**src/rtl/hp_bar_ctrl.sv**
```systemverilog
// hp_bar_ctrl: sequences the HP shown by one health bar.
// Two requesters submit damage/heal through a round-robin arbiter. The block
// computes a saturated target HP, then steps the displayed HP one pixel every
// STEP_FRAMES frame ticks toward that target, and flags faint at 0 HP.
// Optional feature: define HP_BAR_LOW_EN to add the registered o_low_hp output.
module hp_bar_ctrl #(
  parameter int unsigned MAX_HP      = 120,
  parameter int unsigned STEP_FRAMES = 2,
  parameter int unsigned BAR_OFFSET  = 2
) (
  input  logic       i_clk,
  input  logic       i_rst,
  input  logic       i_frame_tick,
  input  logic       i_restore,
  input  logic       i_req_a,
  input  logic       i_heal_a,
  input  logic [6:0] i_amt_a,
  output logic       o_ack_a,
  input  logic       i_req_b,
  input  logic       i_heal_b,
  input  logic [6:0] i_amt_b,
  output logic       o_ack_b,
  output logic [9:0] o_blood,
  output logic [6:0] o_hp_disp,
  output logic       o_busy,
  output logic       o_fainted,
`ifdef HP_BAR_LOW_EN
  output logic       o_low_hp,
`endif
  output logic       o_faint_pulse
);

  localparam int unsigned HP_W    = 7;
  localparam int unsigned BLOOD_W = 10;
  localparam int unsigned CNT_W   = 4;

  localparam logic [1:0] S_IDLE  = 2'd0;
  localparam logic [1:0] S_ANIM  = 2'd1;
  localparam logic [1:0] S_FAINT = 2'd2;

  logic [1:0]         r_state,  w_state_nxt;
  logic [HP_W-1:0]    r_hp_tgt, w_hp_tgt_nxt;
  logic [HP_W-1:0]    r_hp_disp, w_hp_disp_nxt;
  logic [CNT_W-1:0]   r_cnt,    w_cnt_nxt;
  logic               r_rr_b,   w_rr_b_nxt;
  logic               r_ack_a,  w_ack_a_nxt;
  logic               r_ack_b,  w_ack_b_nxt;
  logic               r_busy,   w_busy_nxt;
  logic               r_fainted, w_fainted_nxt;
  logic               r_faint_pulse, w_faint_pulse_nxt;
  logic [BLOOD_W-1:0] r_blood,  w_blood_nxt;
  logic               r_low_hp, w_low_hp_nxt;

  logic            w_elig_a, w_elig_b, w_win_b, w_grant, w_heal;
  logic [HP_W-1:0] w_amt, w_heal_tgt, w_dmg_tgt, w_new_tgt;
  logic [7:0]      w_sum;

  // Arbitration and target computation; a requester whose ack is showing is
  // masked so its still-high request is not granted twice.
  always_comb begin
    w_elig_a   = i_req_a & ~r_ack_a;
    w_elig_b   = i_req_b & ~r_ack_b;
    w_win_b    = w_elig_b & (~w_elig_a | ~r_rr_b);
    w_grant    = w_elig_a | w_elig_b;
    w_heal     = w_win_b ? i_heal_b : i_heal_a;
    w_amt      = w_win_b ? i_amt_b : i_amt_a;
    w_sum      = 8'(r_hp_disp) + 8'(w_amt);
    w_heal_tgt = (w_sum > 8'(MAX_HP)) ? HP_W'(MAX_HP) : w_sum[HP_W-1:0];
    w_dmg_tgt  = (w_amt >= r_hp_disp) ? '0 : r_hp_disp - w_amt;
    w_new_tgt  = w_heal ? w_heal_tgt : w_dmg_tgt;
  end

  // Next-state and next-output logic; restore overrides every state.
  always_comb begin
    w_state_nxt       = r_state;
    w_hp_tgt_nxt      = r_hp_tgt;
    w_hp_disp_nxt     = r_hp_disp;
    w_cnt_nxt         = r_cnt;
    w_rr_b_nxt        = r_rr_b;
    w_ack_a_nxt       = 1'b0;
    w_ack_b_nxt       = 1'b0;
    w_faint_pulse_nxt = 1'b0;
    if (i_restore) begin
      w_state_nxt   = S_IDLE;
      w_hp_tgt_nxt  = HP_W'(MAX_HP);
      w_hp_disp_nxt = HP_W'(MAX_HP);
      w_cnt_nxt     = '0;
    end else begin
      case (r_state)
        S_IDLE: begin
          if (w_grant) begin
            w_ack_a_nxt  = ~w_win_b;
            w_ack_b_nxt  = w_win_b;
            w_rr_b_nxt   = w_win_b;
            w_hp_tgt_nxt = w_new_tgt;
            w_cnt_nxt    = '0;
            if (w_new_tgt != r_hp_disp) w_state_nxt = S_ANIM;
          end
        end
        S_ANIM: begin
          if (r_hp_disp == r_hp_tgt) begin
            if (r_hp_disp == '0) begin
              w_state_nxt       = S_FAINT;
              w_faint_pulse_nxt = 1'b1;
            end else begin
              w_state_nxt = S_IDLE;
            end
          end else if (i_frame_tick) begin
            if (r_cnt == CNT_W'(STEP_FRAMES - 1)) begin
              w_cnt_nxt     = '0;
              w_hp_disp_nxt = (r_hp_tgt > r_hp_disp) ? r_hp_disp + HP_W'(1)
                                                     : r_hp_disp - HP_W'(1);
            end else begin
              w_cnt_nxt = r_cnt + CNT_W'(1);
            end
          end
        end
        S_FAINT: begin
          if (w_grant) begin
            w_ack_a_nxt = ~w_win_b;
            w_ack_b_nxt = w_win_b;
            w_rr_b_nxt  = w_win_b;
          end
        end
        default: w_state_nxt = S_IDLE;
      endcase
    end
    w_busy_nxt    = (w_state_nxt == S_ANIM);
    w_fainted_nxt = (w_state_nxt == S_FAINT);
    w_blood_nxt   = BLOOD_W'(w_hp_disp_nxt) + BLOOD_W'(BAR_OFFSET);
    w_low_hp_nxt  = (w_hp_disp_nxt != '0) && (w_hp_disp_nxt <= HP_W'(MAX_HP / 4));
  end

  // State and output registers.
  always_ff @(posedge i_clk or negedge i_rst) begin
    if (!i_rst) begin
      r_state       <= S_IDLE;
      r_hp_tgt      <= HP_W'(MAX_HP);
      r_hp_disp     <= HP_W'(MAX_HP);
      r_cnt         <= '0;
      r_rr_b        <= 1'b1;
      r_ack_a       <= 1'b0;
      r_ack_b       <= 1'b0;
      r_busy        <= 1'b0;
      r_fainted     <= 1'b0;
      r_faint_pulse <= 1'b0;
      r_blood       <= BLOOD_W'(MAX_HP) + BLOOD_W'(BAR_OFFSET);
      r_low_hp      <= 1'b0;
    end else begin
      r_state       <= w_state_nxt;
      r_hp_tgt      <= w_hp_tgt_nxt;
      r_hp_disp     <= w_hp_disp_nxt;
      r_cnt         <= w_cnt_nxt;
      r_rr_b        <= w_rr_b_nxt;
      r_ack_a       <= w_ack_a_nxt;
      r_ack_b       <= w_ack_b_nxt;
      r_busy        <= w_busy_nxt;
      r_fainted     <= w_fainted_nxt;
      r_faint_pulse <= w_faint_pulse_nxt;
      r_blood       <= w_blood_nxt;
      r_low_hp      <= w_low_hp_nxt;
    end
  end

  assign o_ack_a       = r_ack_a;
  assign o_ack_b       = r_ack_b;
  assign o_blood       = r_blood;
  assign o_hp_disp     = r_hp_disp;
  assign o_busy        = r_busy;
  assign o_fainted     = r_fainted;
  assign o_faint_pulse = r_faint_pulse;
`ifdef HP_BAR_LOW_EN
  assign o_low_hp      = r_low_hp;
`else
  logic w_low_hp_unused;
  assign w_low_hp_unused = r_low_hp;
`endif

endmodule

```
**config.mk**
```make
export PLATFORM = sky130hd
export DESIGN_NAME = hp_bar_ctrl
export DESIGN_NICKNAME = d
export VERILOG_FILES = /design/src/rtl/hp_bar_ctrl.sv
export SDC_FILE = /design/constraint.sdc
export NUM_CORES = 1
export LEC_CHECK = 0
export CAP_MARGIN = 20
export CORE_UTILIZATION = 49
export DETAILED_ROUTE_END_ITERATION = 8
export PLACE_DENSITY = 0.84
export SYNTH_ARGS = -nofsm -noshare
export SYNTH_HDL_FRONTEND = slang
export SYNTH_SLANG_ARGS = --single-unit
```
**constraint.sdc**
```tcl
create_clock -name i_clk -period 3.6 [get_ports i_clk]
set_input_delay 0.36 -clock i_clk [delete_from_list [all_inputs] [get_ports i_clk]]
set_output_delay 0.36 -clock i_clk [all_outputs]
set_load 0.02 [all_outputs]
```
==> metrics.yaml <==
ys_async_sr_fraction: 1.000
postCtsHoldBufs: 0
clkPwrFrac: 0.134
ys.flop_type: "dfrtp_1"
setup_ws_ns: -0.02804
grtUsageTotal: 0.2694
vdd_drop_max_mv: 0.4363
rsz0062_at_grt: "true"
switchingPower_uw: 771.6
num_vias: 2803
pre_cts_ws_ns: -0.6887
clk_latency_ns: 0.29
grt_pass1_wl_microns: 12900
post-route-period-util: 1.008
yosysWarnings: 0
place.gp.congestion: 0.9345
crit_path_end_kind: "register"
grt_max_degree: 25
path_cells: "nor2b_4, a21bo_4, mux2_4, buf_4, ha_1, buf_4, o21bai_1, a21oi_1, a21boi_1, o31ai_2, o21ai_0, o21ai_0, xnor2_1, nand4_1, o31a_1"
critical_path.startpoint: "o_ack_b"
power_leakage_nw: 1.846
syn_area_sq_um: 2835
antenna_found_initial: 0
htreeDepth: 2
maxSlewViolCount: 0
crit_end: "o_busy"
hold_path.class: "primary input to async pin"
p_comb_frac: 0.630
ys_seq_area_frac: 0.2974
cpMaxStageDelayCell: "dfrtp_2"
vias_per_cell: 5.697
rows: 27
routed_wl_microns: 8162
ios: 44
layout_commonest_cell: "buf_4"
cts_max_path_buffers: 2
powerDensity_nw_per_um2: 481.9
max_slew_margin: 0.4731
numCtsBuffers: 5
netlist_instances: 311
setup_viol: 2
synth_top_area_share: 0.1677
die-width_microns: 78.07
coreArea_sq_um: 5540
path_clk_slew_ns: 0.07
cts.sinks: 33
mostFrequentLayoutCells: "68 x buf_4, 39 x clkdlybuf4s50_1, 27 x nor2_1"
fmax_mhz: 275.6
dieHeight_microns: 78.07
worstReg2RegEnd: "o_busy"
grt_overflow: 0
final.min_clock_period_ns: 3.628
hold_violations: 0
start_util: 0.5117
synth-edff-count: 0
wl_per_cell_microns: 16.59
drc_errors: 0
critPathKind: "register to register"
reg2reg_from: "o_ack_b"
root_buffer: "clkbuf_8"
cts_tree: "done"
internal-power_mw: 1.195
diodes: 0
finClkSkew_ns: 0.01401
violations: "setup timing"
first_pass_iters: 5
final_layout_size_suffix_gt1_frac: 0.3286
seq_power_share: 0.236
synthTopCellsByArea: "dfrtp_1 17%, ha_1 14%, dfstp_2 13%, xnor2_1 3.7%, nor2_1 3.6%"
reg2reg_depth: 15
cp.arrival_ns: 3.80
synth_top_area_cell: "dfrtp_1"
syn_avg_cell_area_sq_um: 9.116
ant_nets: 0
dp_hpwl_microns: 6056
status: "finished with violations"
dieArea_sq_um: 6094
synth_cell_type_count: 60
synthToLayoutAreaGrowth_pct: 43.91
switching_share: 0.3925
final_util: 0.7365
critical_path.max_fanout: 5
max_stage_delay_ns: 0.42
io_buffer_count: 41
rrSetupSlack_ns: -0.03
tightest_slew_ns: 0.7878
maxCapViolCount: 0
cp-start-kind: "register"
cp.required_ns: 3.78
grt_pass1_vias: 2704
nNetsFinal: 475
drtIter0Drc: 256
ys_ff_latch: 33
[worst min path at each step]
stage / to / slack [ns] / depth (start not counted)
after floorplan: o_ack_a / 0.06 / 0
after global placement: r_cnt[3] / 0.48 / 1
after detailed placement: r_cnt[3] / 0.49 / 1
after CTS: r_cnt[3] / 0.50 / 1
after global routing: o_blood[2] / 0.31 / 1
final: o_blood[2] / 0.32 / 1
[layer usage]
metal / GRT usage / routed length (microns)
met1: 0.3525 / 3499
met2: 0.4482 / 3993
met3: 0.05233 / 476
met4: 0.08333 / 193
met5: 0 / 0
[critical path, delay by kind of cell (launching register included)]
family | cells | cell delay, ns
AOI/OAI and AO/OA | 8 | 1.78
xor gates and xnor gates | 1 | 0.23
adders and majority gates | 1 | 0.20
buffers and inverters | 2 | 0.28
DFF | 1 | 0.42
muxes | 1 | 0.32
and+or+nand+nor | 2 | 0.26
[registers in the layout, indices dropped and copies added (netlist names)]
name / flops
o_busy: 1
r_hp_tgt: 7
o_ack_a: 1
o_hp_disp: 6
o_faint_pulse: 1
r_rr_b: 1
r_cnt: 4
o_blood: 8
o_fainted: 1
o_ack_b: 1
r_state: 2
[what timing repair did]
action                                  CTS  global route
endpoints found under the setup margin   11             6
hold endpoints to repair                  0             0
buffers inserted                          7             5
resized for setup                        27            12
pin swaps                                15            13
[power by group through the flow]
stage	Clock (mW)	Combinational (mW)	Sequential (mW)
after detailed placement	0	1.04	0.467
after CTS	0.266	1.11	0.463
final	0.263	1.24	0.464
after global routing	0.288	1.33	0.470
after floorplan	0	0.630	0.480
after global placement	0	0.993	0.464
[cell usage after synthesis (2+ instances only)]
cell type	instances
ha_1	31
buf_6	2
o21bai_1	4
or3b_2	2
xor2_1	6
a21oi_1	18
dfrtp_1	19
nand2b_1	4
nand2_1	13
a211oi_2	2
a211oi_1	6
buf_4	3
nand4_1	5
fa_1	3
nand3_1	6
buf_2	3
nor4_1	2
a21o_1	5
and3_1	3
nor2b_1	10
o31ai_1	3
nor3b_1	3
mux2i_1	3
xnor2_1	12
nor3_1	12
nor2_1	27
a211o_1	8
o31a_1	2
inv_1	26
mux2_2	7
a31oi_1	2
dfstp_2	14
o21ai_0	13
or2_2	2
clkbuf_1	3
o21a_1	3
[cell families (layout without fill, tap and decap cells)]
kind of cell	Yosys count	count (layout)	synth area share
simple gates	97	97	0.1823
mux	11	11	0.04369
flops	33	33	0.2974
buf+inv	37	145	0.05957
compound gates	80	80	0.2021
fa+ha+maj	34	34	0.1580
xor+xnor	18	18	0.05560
other cells	1	2	0.001323
[stage by stage]
step                      hold slack (ns)  area, sq um  cells  total power [mW]  setup TNS, ns
after floorplan                   0.06441         2849    312             1.109              0
after global placement             0.4792         3706    471             1.457         -2.384
after detailed placement           0.4905         3706    471             1.502         -3.576
after CTS                          0.5009         3956    486             1.841              0
after global routing               0.3083         4080    492             2.092        -0.4892
final                              0.3162         4080    492             1.966       -0.03527
[layout make-up]
type	instances	area, sq um
sequential	33	845.8
multi-input combinational	242	2003
tap	72	90.09
clock inverter	1	5.005
timing repair buffer	111	957.2
inverter	26	102.6
fill	404	1460
clock buffer	7	76.32
No activity file was read; power rests on OpenSTA's default activity.
